==> src/rtl/biriscv_mulf_unit_pkg.sv <==
// Shared definitions for the MULF (Q16.16 fixed-point multiply) unit.
package biriscv_defs;

  localparam int          MULF_FUNC_ROUND_BIT    = 0;
  localparam int          MULF_FUNC_UNSIGNED_BIT = 1;
  localparam logic [31:0] MULF_ROUND_CONST       = 32'h8000;

  typedef enum logic [1:0] {
    MULF_IDLE = 2'd0,
    MULF_BUSY = 2'd1,
    MULF_FIX  = 2'd2,
    MULF_DONE = 2'd3
  } mulf_state_t;

  // Two's-complement magnitude; 0x80000000 maps onto itself, which is the
  // correct unsigned magnitude of -2^31.
  function automatic logic [31:0] mulf_abs(input logic [31:0] v, input logic is_signed);
    return (is_signed && v[31]) ? (~v + 32'd1) : v;
  endfunction

endpackage

==> src/rtl/biriscv_mulf_unit_step.sv <==
// One iteration of the shift-add multiplier: retires BITS_PER_CYCLE
// multiplier bits against the (already shifted) multiplicand.
module biriscv_mulf_step
  import biriscv_defs::*;
#(
  parameter int BITS_PER_CYCLE = 1
) (
  input  logic [63:0]               i_acc,
  input  logic [63:0]               i_mcand,
  input  logic [BITS_PER_CYCLE-1:0] i_mplier_bits,
  output logic [63:0]               o_acc_next
);

  // Sum the selected partial products onto the running accumulator.
  always_comb begin
    o_acc_next = i_acc;
    for (int k = 0; k < BITS_PER_CYCLE; k++) begin
      if (i_mplier_bits[k]) begin
        o_acc_next = o_acc_next + (i_mcand << k);
      end
    end
  end

endmodule

==> src/rtl/biriscv_mulf_unit.sv <==
// Iterative Q16.16 multiplier for the MULF instruction class.
// Operates on magnitudes, then rounds/shifts/saturates/negates in FIX.
module biriscv_mulf_unit
  import biriscv_defs::*;
#(
  parameter int BITS_PER_CYCLE = 1
) (
  input  logic        clk_i,
  input  logic        rst_i,
  input  logic        opcode_valid_i,
  input  logic [1:0]  opcode_func_i,
  input  logic [31:0] operand_ra_i,
  input  logic [31:0] operand_rb_i,
  input  logic        flush_i,
  input  logic        stall_i,
  output logic        busy_o,
  output logic        writeback_valid_o,
  output logic [31:0] writeback_value_o,
  output logic        writeback_sat_o
);

  localparam int         ITER      = 32 / BITS_PER_CYCLE;
  localparam logic [4:0] ITER_LAST = 5'(ITER - 1);

  mulf_state_t r_state;
  mulf_state_t w_state_next;

  logic [63:0] r_acc;
  logic [63:0] r_mcand;
  logic [31:0] r_mplier;
  logic [4:0]  r_cnt;
  logic        r_neg;
  logic        r_signed;
  logic        r_round;
  logic [31:0] r_value;
  logic        r_sat;

  logic        w_signed_in;
  logic        w_load;
  logic [63:0] w_acc_step;
  logic [63:0] w_p;
  logic [47:0] w_q;
  logic [47:0] w_limit;
  logic        w_over;
  logic [31:0] w_mag;
  logic [31:0] w_fix_value;

  assign w_signed_in = ~opcode_func_i[MULF_FUNC_UNSIGNED_BIT];
  assign w_load      = opcode_valid_i && !flush_i &&
                       ((r_state == MULF_IDLE) || (r_state == MULF_DONE));

  biriscv_mulf_step #(
    .BITS_PER_CYCLE(BITS_PER_CYCLE)
  ) u_step (
    .i_acc         (r_acc),
    .i_mcand       (r_mcand),
    .i_mplier_bits (r_mplier[BITS_PER_CYCLE-1:0]),
    .o_acc_next    (w_acc_step)
  );

  // FIX stage: round half away from zero on the magnitude, drop 16 fraction
  // bits, clamp to the range of the result sign, then apply the sign.
  always_comb begin
    w_p     = r_acc + (r_round ? {32'd0, MULF_ROUND_CONST} : 64'd0);
    w_q     = 48'(w_p >> 16);
    w_limit = !r_signed ? 48'h0000_FFFF_FFFF :
              r_neg     ? 48'h0000_8000_0000 : 48'h0000_7FFF_FFFF;
    w_over  = (w_q > w_limit);
    w_mag   = w_over ? w_limit[31:0] : w_q[31:0];
    w_fix_value = r_neg ? (~w_mag + 32'd1) : w_mag;
  end

  // Next-state logic; flush squashes everything, including a same-cycle start.
  always_comb begin
    w_state_next = r_state;
    case (r_state)
      MULF_IDLE: if (opcode_valid_i) w_state_next = MULF_BUSY;
      MULF_BUSY: if (r_cnt == ITER_LAST) w_state_next = MULF_FIX;
      MULF_FIX:  w_state_next = MULF_DONE;
      MULF_DONE: begin
        if (opcode_valid_i)   w_state_next = MULF_BUSY;
        else if (!stall_i)    w_state_next = MULF_IDLE;
      end
      default:   w_state_next = MULF_IDLE;
    endcase
    if (flush_i) w_state_next = MULF_IDLE;
  end

  // State register.
  always_ff @(posedge clk_i) begin
    if (rst_i) r_state <= MULF_IDLE;
    else       r_state <= w_state_next;
  end

  // Datapath: operand capture, iteration, and result registration.
  always_ff @(posedge clk_i) begin
    if (rst_i) begin
      r_acc    <= '0;
      r_mcand  <= '0;
      r_mplier <= '0;
      r_cnt    <= '0;
      r_neg    <= 1'b0;
      r_signed <= 1'b0;
      r_round  <= 1'b0;
      r_value  <= '0;
      r_sat    <= 1'b0;
    end else if (!flush_i) begin
      if (w_load) begin
        r_acc    <= '0;
        r_mcand  <= {32'd0, mulf_abs(operand_ra_i, w_signed_in)};
        r_mplier <= mulf_abs(operand_rb_i, w_signed_in);
        r_cnt    <= '0;
        r_neg    <= w_signed_in & (operand_ra_i[31] ^ operand_rb_i[31]);
        r_signed <= w_signed_in;
        r_round  <= opcode_func_i[MULF_FUNC_ROUND_BIT];
      end else if (r_state == MULF_BUSY) begin
        r_acc    <= w_acc_step;
        r_mcand  <= r_mcand << BITS_PER_CYCLE;
        r_mplier <= r_mplier >> BITS_PER_CYCLE;
        r_cnt    <= r_cnt + 5'd1;
      end
      if (r_state == MULF_FIX) begin
        r_value <= w_fix_value;
        r_sat   <= w_over;
      end
    end
  end

  assign busy_o            = (r_state == MULF_BUSY) || (r_state == MULF_FIX);
  assign writeback_valid_o = (r_state == MULF_DONE);
  assign writeback_value_o = r_value;
  assign writeback_sat_o   = r_sat;

endmodule

==> config.mk <==
export PLATFORM = sky130hd
export DESIGN_NAME = biriscv_mulf_unit
export DESIGN_NICKNAME = d
export VERILOG_FILES = /design/src/rtl/biriscv_mulf_unit_pkg.sv /design/src/rtl/biriscv_mulf_unit_step.sv /design/src/rtl/biriscv_mulf_unit.sv
export SDC_FILE = /design/constraint.sdc
export NUM_CORES = 1
export LEC_CHECK = 0
export BUFFER_PORTS_ARGS = -buffer_cell sky130_fd_sc_hd__buf_4
export CAP_MARGIN = 20
export CORE_ASPECT_RATIO = 1.5
export CORE_UTILIZATION = 55
export DETAILED_ROUTE_END_ITERATION = 12
export PLACE_DENSITY = 0.74
export SYNTH_ARGS = -nofsm -noshare
export SYNTH_HDL_FRONTEND = slang
export SYNTH_SLANG_ARGS = --single-unit
==> constraint.sdc <==
create_clock -name clk_i -period 8.4 [get_ports clk_i]
set_input_delay 1.26 -clock clk_i [delete_from_list [all_inputs] [get_ports clk_i]]
set_output_delay 1.26 -clock clk_i [all_outputs]
set_load 0.005 [all_outputs]
## Yosys cells after proc, flatten, opt, wreduce, memory -nomap -nowiden

Index checks and enable logic that the tools add are counted.

| operators by class | value |
|---|---|
| add/sub/neg operators | 6 |
| magnitude comparators | 1 |
| eq/ne operators | 7 |
| mux-type cells | 21 |
| bitwise logic cells | 7 |
| reduce and logical (&&, ||, !) cells | 16 |

Operator list:

| operator | count |
|---|---|
| two-way mux 64 bit | 5 |
| two-way mux 32 bit | 8 |
| adder 32 x 1 -> 32 bit (second input constant) | 3 |
| NOT 32 bit | 3 |
| adder 64 x 16 -> 64 bit | 1 |
| adder 64 bit | 1 |
| > comparator 48 x 32 -> 1 bit | 1 |
| two-way mux 16 bit | 1 |
| two-way mux 5 bit | 2 |
| two-way mux 2 bit | 4 |
| case mux 2 bit (4 select lines) | 1 |
| AND reduction 2 bit | 3 |
| AND reduction 3 bit | 2 |
| adder 5 x 1 -> 5 bit (second input constant) | 1 |
| equality test 5 bit (second input constant) | 1 |
| equality test 2 bit (second input constant) | 2 |
| logical AND 1 bit | 4 |
| inequality test 2 bit (second input constant) | 2 |
| nonzero test 2 bit | 2 |
| inequality test 3 bit (second input constant) | 1 |
| equality test 2 x 1 -> 1 bit (second input constant) | 1 |
| zero test 2 bit | 1 |
| logical OR 1 bit | 2 |
| NOT 1 bit | 2 |
| 4 further kinds | 4 |

| word-level totals | value |
|---|---|
| register bits | 203 |
| bits of input ports | 71 |
| output and inout bits | 35 |
| word-level logic and storage cells | 68 |

## Depth between registers and ports, before layout

Gate-level depths: netlist (run 1).

| logic depth | value |
|---|---|
| depth in word-level cells | 7 |
| mapped depth | 29 |

## Modules after synthesis

Synthesis (run 1) repeated with hierarchy kept, for this count alone.

| second synthesis, totals | value |
|---|---|
| cell total of the unflattened synthesis | 2,327 |
| area, all modules | 16,853.7 um^2 |

Modules (own cells, without submodules):

| module | times used | cells an instance | area an instance (um^2) | sequential area each (um^2) |
|---|---|---|---|---|
| biriscv_mulf_unit | 1 | 1,636 | 12,042.8 | 4,063.9 |
| biriscv_mulf_step | 1 | 691 | 4,810.9 | 0.0 |

## Worst setup path before layout (run 1)

OpenSTA, ideal clock, no wires.

| timing path | value |
|---|---|
| path kind | register -> register |
| start | register r_acc[15] |
| end | register r_value[18], in the netlist writeback_value_o[18] |
| setup time | 70 ps |
| data arrival time | 5,870 ps |
| data required time | 8,330 ps |
| slack | 2,460 ps |
| cell stages (with the launch flop) | 28 |
| clock period less this slack | 5,940 ps |
| path through | dfxtp_1 > and2_1 > ha_1 > nand3_1 > or4_1 > nor3_1 > nand3_1 > xnor2_1 > ha_1 > nand4_1 > nor2_1 > a22o_1 > or4_1 > o21ai_0 > and4b_1 > nand3b_1 > buf_6 > buf_2 > clkbuf_1 > o21ai_0 > ha_1 > and2_1 > nand3_1 > nor2_1 > nand2_1 > a2111oi_2 > mux2_2 > a21oi_1 |

| between the ends | value |
|---|---|
| longest elaborated chain between the ends | 6 |

RTL lines:

| what | RTL line | RTL |
|---|---|---|
| from (decl) | biriscv_mulf_unit.sv:28 | `logic [63:0] r_acc;` |
| from (signal assigned) | biriscv_mulf_unit.sv:117 | `r_acc <= w_acc_step;` |
| adder 64 x 16 -> 64 bit * | biriscv_mulf_unit.sv:64 | `w_p = r_acc + (r_round ? {32'd0, MULF_ROUND_CONST} : 64'd0);` |
| > comparator 48 x 32 -> 1 bit | biriscv_mulf_unit.sv:68 | `w_over = (w_q > w_limit);` |
| two-way mux 32 bit * | biriscv_mulf_unit.sv:69 | `w_mag = w_over ? w_limit[31:0] : w_q[31:0];` |
| NOT 32 bit | biriscv_mulf_unit.sv:70 | `w_fix_value = r_neg ? (~w_mag + 32'd1) : w_mag;` |
| adder 32 x 1 -> 32 bit | biriscv_mulf_unit.sv:70 |  |
| two-way mux 32 bit * | biriscv_mulf_unit.sv:70 |  |
| to (signal assigned) | biriscv_mulf_unit.sv:123 | `r_value <= w_fix_value;` |
| to (decl) | biriscv_mulf_unit.sv:35 | `logic [31:0] r_value;` |

Mark *: on every way between the ends. The rest lies on a longest branch, timed or not.
A chain may end at the register's enable or synchronous reset.

## Worst setup path in the final report (run 1)

| timing path | value |
|---|---|
| start | register r_acc[15] |
| end | register r_value[22], in the netlist writeback_value_o[22] |

Same word-level chain as after synthesis.

==> impl_metrics.csv, run 1 <==
group,metric,value,unit
outcome,run_status,"finished, final reports clean",
critical_path,cpPeakStageDelay,0.60,ns
drt,drcViolationCount,0,
global_routing,grt_overflow,0,
synthesis,synthArstFlopShare,0,%
timing,setup-tns-final,0,ns
clock_network,cts_max_level,1,
synthesis,postSynthCellCount,2153,
global_routing,grtUsageMet1,34.37,%
synthesis,synth-edff-count,0,
place,dpl-instance-area,16400,sq um
pwr,vdd_drop_max,0.1190,mV
timing,finalCritPeriodShare,81.23,%
clock_network,post_cts_buffers,0,
cells_and_area,syn_to_final_growth,10.83,%
timing,grt_setup_unrepaired,"false",
clock_network,cts_tree,"yes",
critical_path,crit_slowest_cell,"or4_1",
floorplanning,pin_count,106,
synthesis,synth_top_area_share,26.13,%
synthesis,yosysTopAreaCell,"dfxtp_1",
global_routing,top_usage_layer,"met2",
timing,final.setup.worst_slack,1.577,ns
drt,vias,15890,
cells_and_area,stdcell_count,2539,
cells_and_area,fin_nets,2354,
global_routing,grt_pass1_vias,15060,
clock_network,cts.path.max_buffers,3,
worst_hold_path,min_path_type,"register to register",
clock_network,clk_latency,0.54,ns
critical_path,cp.depth,26,
critical_path,r2r_slack,1.58,ns
cells_and_area,drive_gt1_share,9.215,%
critical_path,path_buf_inv,1,
critical_path,critical_path_class,"register to register",
pwr,power.density,136.6,nW/um^2
cells_and_area,final_area,17230,sq um
timing,slew_violations,0,
critical_path,path_max_fanout,39,
place,placed_cells,2496,
synthesis,synth.cell_area,15550,sq um
drt,dr.pass1.iters,5,
worst_hold_path,min_path_cells,2,
clock_network,cts_buffers,23,
critical_path,cp-start-kind,"register",
global_routing,grt_use_met3,3.245,%
clock_network,clkSlewWorstSetupHoldPaths,0.06,ns
timing,clock_skew,0.01344,ns
flow_run,cap_violations,0,
floorplanning,coreArea,27870,sq um
critical_path,cp.arrival,7.27,ns
place,place_congestion,0.9209,
synthesis,yosysSeqAreaShare,26.13,%
floorplanning,rows,75,
floorplanning,die_area,28960,sq um
pwr,leakage,0.006904,uW
synthesis,yosys.area_share.simple,26.77,%
timing,worstMarginPinSlew,1.047,ns
synthesis,yosys_warnings,0,
global_routing,grt_use_total,31.38,%
drt,ant_nets,0,
synthesis,synth_area_per_cell,7.222,sq um
synthesis,synth.area.top_cells,"dfxtp_1, nand2_1, ha_1, a21oi_1, nor2_1",
place,dp_hpwl,33.41,mm
timing,setup_viol,0,
critical_path,reg2reg_depth,26,
drt,wl_per_cell,18.16,um
timing,period_minus_slack,6.823,ns
timing,slew_headroom,30.06,%
critical_path,required,8.85,ns
critical_path,path_delay_family,"simple AND/OR/NAND/NOR gates",
pwr,p_total,2355,uW
place,place_ws,1.682,ns
clock_network,clock-sinks,203,
synthesis,synth_xor_area_share,8.899,%
clock_network,root_buffer,"clkbuf_16",
timing,finalHoldViolCount,0,
floorplanning,die_height,207.9,um
global_routing,grt_pass1_wl,74.64,mm
synthesis,yosys_register_bits,203,
global_routing,met2_usage,57.91,%
drt,wirelength,46.12,mm
floorplanning,start_util,55.79,%
synthesis,synthAdderAreaFrac,8.658,%
place,numPortBuffers,105,
synthesis,synthMuxAreaShare,0.9414,%
synthesis,synth_ff_type,"dfxtp_1",
clock_network,cts_resized,0,
timing,fmax,146.6,MHz
clock_network,holdBufCountCts,0,
global_routing,antenna_found_initial,0,
synthesis,synth_top_family_by_area,"simple AND/OR/NAND/NOR gates",
synthesis,synthesis.nets,2331,
global_routing,grt_max_degree,105,
floorplanning,fp.dieW,139.3,um
drt,viasPerCell,6.260,
synthesis,synth_cell_type_count,86,
drt,drtIter0Drc,1045,
critical_path,cp-end-kind,"register",
synthesis,synth_compound_area_share,23.99,%
[registers in the layout (all words and copies together), names as in the netlist]
signal,count
writeback_value_o,32
r_neg,1
r_acc,64
r_round,1
r_state,2
r_mplier,32
r_signed,1
r_cnt,5
r_mcand,64
writeback_sat_o,1
[power breakdown]
part           switching [uW]  internal, uW
registers                23.7           992
clock network             433           650
logic                     158          97.8
[final cells by class]
| class | count | area [sq um] |
|---|---|---|
| antenna | 1 | 2.502 |
| clock buffer | 32 | 669.4 |
| sequential | 203 | 4064 |
| tap | 346 | 432.9 |
| inverter | 57 | 214.0 |
| fill | 2635 | 10640 |
| multi-input combinational | 1771 | 10800 |
| timing repair buffer | 120 | 920.9 |
| clock inverter | 9 | 132.6 |
[stage by stage]
stage | hold WS (ns) | utilization (%)
2_1_floorplan | 0.4362 | -
3_3_place_gp | 0.4426 | 58.85
3_5_place_dp | 0.4508 | 58.85
4_1_cts | 0.4598 | 61.73
5_1_grt | 0.4809 | 61.83
6_report | 0.4599 | 61.84
[worst paths after layout]
path | from | end
worst min register to register | r_acc[2]$_SDFFE_PP0P_ | r_acc[2]$_SDFFE_PP0P_
worst min-delay path | r_acc[2]$_SDFFE_PP0P_ | r_acc[2]$_SDFFE_PP0P_
worst max register to register | r_acc[15]$_SDFFE_PP0P_ | writeback_value_o[22]$_SDFFE_PP0P_
worst max-delay path | r_acc[15]$_SDFFE_PP0P_ | writeback_value_o[22]$_SDFFE_PP0P_
[Yosys cell counts, types with 7 or more instances]
cell / n
and2_1: 15
inv_1: 57
o21bai_1: 7
xnor2_1: 89
nor2b_1: 16
nor2_1: 212
o41ai_1: 9
nand3_1: 67
o21a_1: 8
or2_2: 9
nor3_1: 38
and4_1: 8
mux2i_1: 9
nand2b_1: 19
and3_1: 20
or3_1: 16
buf_1: 7
dfxtp_1: 203
a21oi_1: 224
nand4_1: 29
nor4_1: 23
nor3b_1: 8
a311oi_1: 65
o31ai_1: 16
clkbuf_1: 103
a31oi_1: 21
nand2_1: 394
ha_1: 106
o21ai_0: 96
o211ai_1: 12
xor2_1: 69
a21o_1: 30
a211oi_1: 27
or4_1: 12
[worst reg2reg max path, delay by kind of cell, from the launching register on]
kind            cells  cell delay, ns
compound gates      4            0.84
xor+xnor            1            0.37
fa+ha+maj           3            0.82
buf+inv             1            0.25
flops               1            0.41
mux                 2            0.53
simple gates       15            3.50
[logic make-up after synthesis]
logic type | count (synthesis)
AND/OR/NAND/NOR | 911
AO/OA/AOI/OAI | 581
flip-flops | 203
buffers and inverters | 179
XOR/XNOR | 158
adder cells (fa/ha/maj) | 107
multiplexers | 14
[per-layer routing]
| layer | up-vias | wire length (um) | part of all wire, % |
|---|---|---|---|
| met5 | - | 0 | 0 |
| met4 | 0 | 2509 | 5.4 |
| met3 | 159 | 1972 | 4.3 |
| met2 | 466 | 23770 | 52 |
| met1 | 7510 | 17870 | 39 |
| li1 | 7759 | - | - |
[cell usage in the layout, fill, tap and decap left out, types with 5 or more instances in the layout]
master,count
or3_1,16
a2111oi_0,6
mux2_2,5
o41ai_1,9
clkbuf_16,23
nand4_1,29
a31oi_1,21
nor2b_1,14
o21ai_0,96
nor2_1,211
o21a_1,8
and4_1,8
inv_1,57
mux2i_1,9
nand3_1,67
clkbuf_8,6
nor4_1,23
or4_1,12
a21oi_1,224
dfxtp_1,203
xnor2_1,89
a221oi_1,6
nand2b_1,18
a211o_1,5
or2_2,9
nor3b_1,8
a311oi_1,65
o21bai_1,7
o31ai_1,16
o211ai_1,12
xor2_1,69
nor3_1,38
and3_1,20
ha_1,106
a211oi_1,27
buf_4,119
a21o_1,30
and2_1,14
nand2_1,392
Note: power is estimated with default switching activity, not from simulation.
==> run 2, diff against run 1 <==
clock period = 6.9 ns   (was 8.4 ns; I/O delays follow)
==> run 2 against run 1 <==
Compared with the run above: sequential cell count unchanged; combinational power up 23%; count of clock-buffer cells in the layout down 6; clock skew down 0.00078 ns; sequential power up 22%; routed wire length up 0.69%; first-iteration DRC count down 4.8%; sequential share of layout area down 0.18 points; via count up 0.48%.
==> impl_metrics.csv, run 2 (synthesis results as in run 1) <==
group,metric,value,unit
clock_network,cts_resized,0,
worst_hold_path,min_to,"writeback_value_o[31]$_SDFFE_PP0P_",
drt,drcViolationCount,0,
global_routing,grt_overflow,0,
critical_path,critical_path_class,"register to register",
floorplanning,die_height,207.9,um
clock_network,post_cts_buffers,0,
floorplanning,fp.dieW,139.3,um
floorplanning,coreArea,27870,sq um
cells_and_area,mostFrequentLayoutCells,"nand2_1, a21oi_1, nor2_1, dfxtp_1, buf_4",
clock_network,cts_buffers,22,
worst_hold_path,min_path_cells,2,
critical_path,rr_startpoint,"r_acc[15]$_SDFFE_PP0P_",
pwr,p_sw,747.0,uW
clock_network,cts_tree,"yes",
timing,setup_viol,0,
critical_path,r2r_slack,0.40,ns
cells_and_area,final_common_cell,"nand2_1",
cells_and_area,antennaDiodeCount,0,
critical_path,path_delay_family,"simple AND/OR/NAND/NOR gates",
cells_and_area,drive_gt1_share,9.868,%
critical_path,required,7.36,ns
drt,vias,15970,
clock_network,clk_latency,0.53,ns
drt,wirelength,46.44,mm
flow_run,cap_violations,0,
place,place_ws,0.3160,ns
critical_path,cp.arrival,6.96,ns
cells_and_area,reg_top3,"r_acc (64), r_mcand (64)",
timing,setup-tns-final,0,ns
pwr,leakage,0.006977,uW
place,place_congestion,0.9772,
drt,ant_nets,0,
critical_path,cpPeakStageDelay,0.61,ns
critical_path,path_max_fanout,18,
drt,drtIter0Drc,995,
timing,period_minus_slack,6.500,ns
clock_network,holdBufCountCts,0,
clock_network,clkSlewWorstSetupHoldPaths,0.06,ns
pwr,power_frac_comb,10.9,%
clock_network,clock-sinks,203,
outcome,run_status,"finished, final reports clean",
timing,finalCritPeriodShare,94.20,%
critical_path,cp-end-kind,"register",
cells_and_area,syn_to_final_growth,11.69,%
timing,timing.hold.ws,0.4581,ns
drt,wl_per_cell,18.25,um
global_routing,grt_pass1_vias,15280,
floorplanning,die_area,28960,sq um
pwr,power.density,165.2,nW/um^2
drt,dr.pass1.iters,5,
critical_path,reg2reg_depth,26,
clock_network,cts.path.max_buffers,3,
cells_and_area,stdcell_count,2545,
floorplanning,start_util,55.79,%
floorplanning,pin_count,106,
timing,slew_headroom,27.31,%
clock_network,root_buffer,"clkbuf_16",
timing,final.setup.worst_slack,0.3999,ns
drt,viasPerCell,6.275,
place,placed_cells,2503,
place,dp_hpwl,34.07,mm
global_routing,antenna_found_initial,0,
pwr,seqPwrFrac,43.1,%
timing,slew_violations,0,
critical_path,path_buf_inv,2,
timing,clock_skew,0.01266,ns
global_routing,grt_use_total,31.67,%
timing,grt_setup_unrepaired,"false",
timing,worstMarginPinSlew,1.090,ns
global_routing,grt_pass1_wl,75.56,mm
clock_network,cts_max_level,1,
global_routing,grt_max_degree,104,
pwr,swShare,26.03,%
worst_hold_path,min_path_type,"register to register",
timing,finalHoldViolCount,0,
pwr,vdd_drop_max,0.2091,mV
worst_hold_path,hp-start,"writeback_value_o[31]$_SDFFE_PP0P_",
critical_path,rr_endpoint,"writeback_value_o[18]$_SDFFE_PP0P_",
floorplanning,rows,75,
pwr,p_clk_share,46.0,%
cells_and_area,fin_nets,2362,
critical_path,crit_slowest_cell,"or4_1",
place,numPortBuffers,105,
critical_path,cp-start-kind,"register",
pwr,cell_internal_pwr,2123,uW
timing,fmax,153.8,MHz
run 2: cell count changes in the layout (fill, tap and decap cells not counted), sizes merged:
cell | previous run | this run
diode | 1 | 0
clkbuf | 32 | 26
clkinvlp | 1 | 4
bufinv | 3 | 4
buf | 120 | 129
run 2: stage by stage:
step	total power, uW	util [%]	cell area [sq um]
5_1_grt	2973	62.32	17370
4_1_cts	2888	61.93	17260
3_5_place_dp	1571	59.03	16450
6_report	2870	62.32	17370
2_1_floorplan	1456	-	15550
3_3_place_gp	1564	59.03	16450
run 2: power groups by stage:
| stage | logic, uW | registers [uW] | clock network [uW] |
|---|---|---|---|
| global placement | 303 | 1260 | 0 |
| global route | 347 | 1240 | 1390 |
| finish | 314 | 1240 | 1320 |
| floorplan | 206 | 1250 | 0 |
| detailed placement | 309 | 1260 | 0 |
| CTS | 311 | 1240 | 1340 |
run 2: layout make-up:
| cell class | count | area (sq um) |
|---|---|---|
| Tap cell | 346 | 432.9 |
| Clock inverter | 13 | 190.2 |
| Inverter | 57 | 214.0 |
| Sequential cell | 203 | 4064 |
| Clock buffer | 26 | 616.8 |
| Timing Repair Buffer | 129 | 1008 |
| Fill cell | 2560 | 10500 |
| Multi-Input combinational cell | 1771 | 10840 |
run 2: tightest hold or removal path, cell delays in order, from the launching register on:
cell	delay (ns)
dfxtp_1	0.31
nand2_1	0.05
o21ai_1	0.05
run 2: metal layers:
metal | global-route usage, % | routed length [um] | part of all wire (%) | vias to the layer above
met5 | 0 | 0 | 0 | -
met4 | 18.51 | 2580 | 5.6 | 0
met3 | 3.314 | 2146 | 4.6 | 158
met2 | 58.29 | 23800 | 51 | 510
met1 | 34.93 | 17910 | 39 | 7514
li1 | - | - | - | 7789
run 2: worst max-delay path by stage:
| stage | slack [ns] | depth (start not counted) | end | from |
|---|---|---|---|---|
| floorplan | 0.96 | 27 | writeback_value_o[18]$_SDFFE_PP0P_ | r_acc[15]$_SDFFE_PP0P_ |
| global placement | 0.60 | 26 | writeback_value_o[22]$_SDFFE_PP0P_ | r_acc[15]$_SDFFE_PP0P_ |
| detailed placement | 0.32 | 26 | writeback_value_o[22]$_SDFFE_PP0P_ | r_acc[15]$_SDFFE_PP0P_ |
| CTS | 0.25 | 26 | writeback_value_o[22]$_SDFFE_PP0P_ | r_acc[15]$_SDFFE_PP0P_ |
| global route | 0.03 | 26 | writeback_value_o[18]$_SDFFE_PP0P_ | r_acc[15]$_SDFFE_PP0P_ |
| finish | 0.40 | 26 | writeback_value_o[18]$_SDFFE_PP0P_ | r_acc[15]$_SDFFE_PP0P_ |
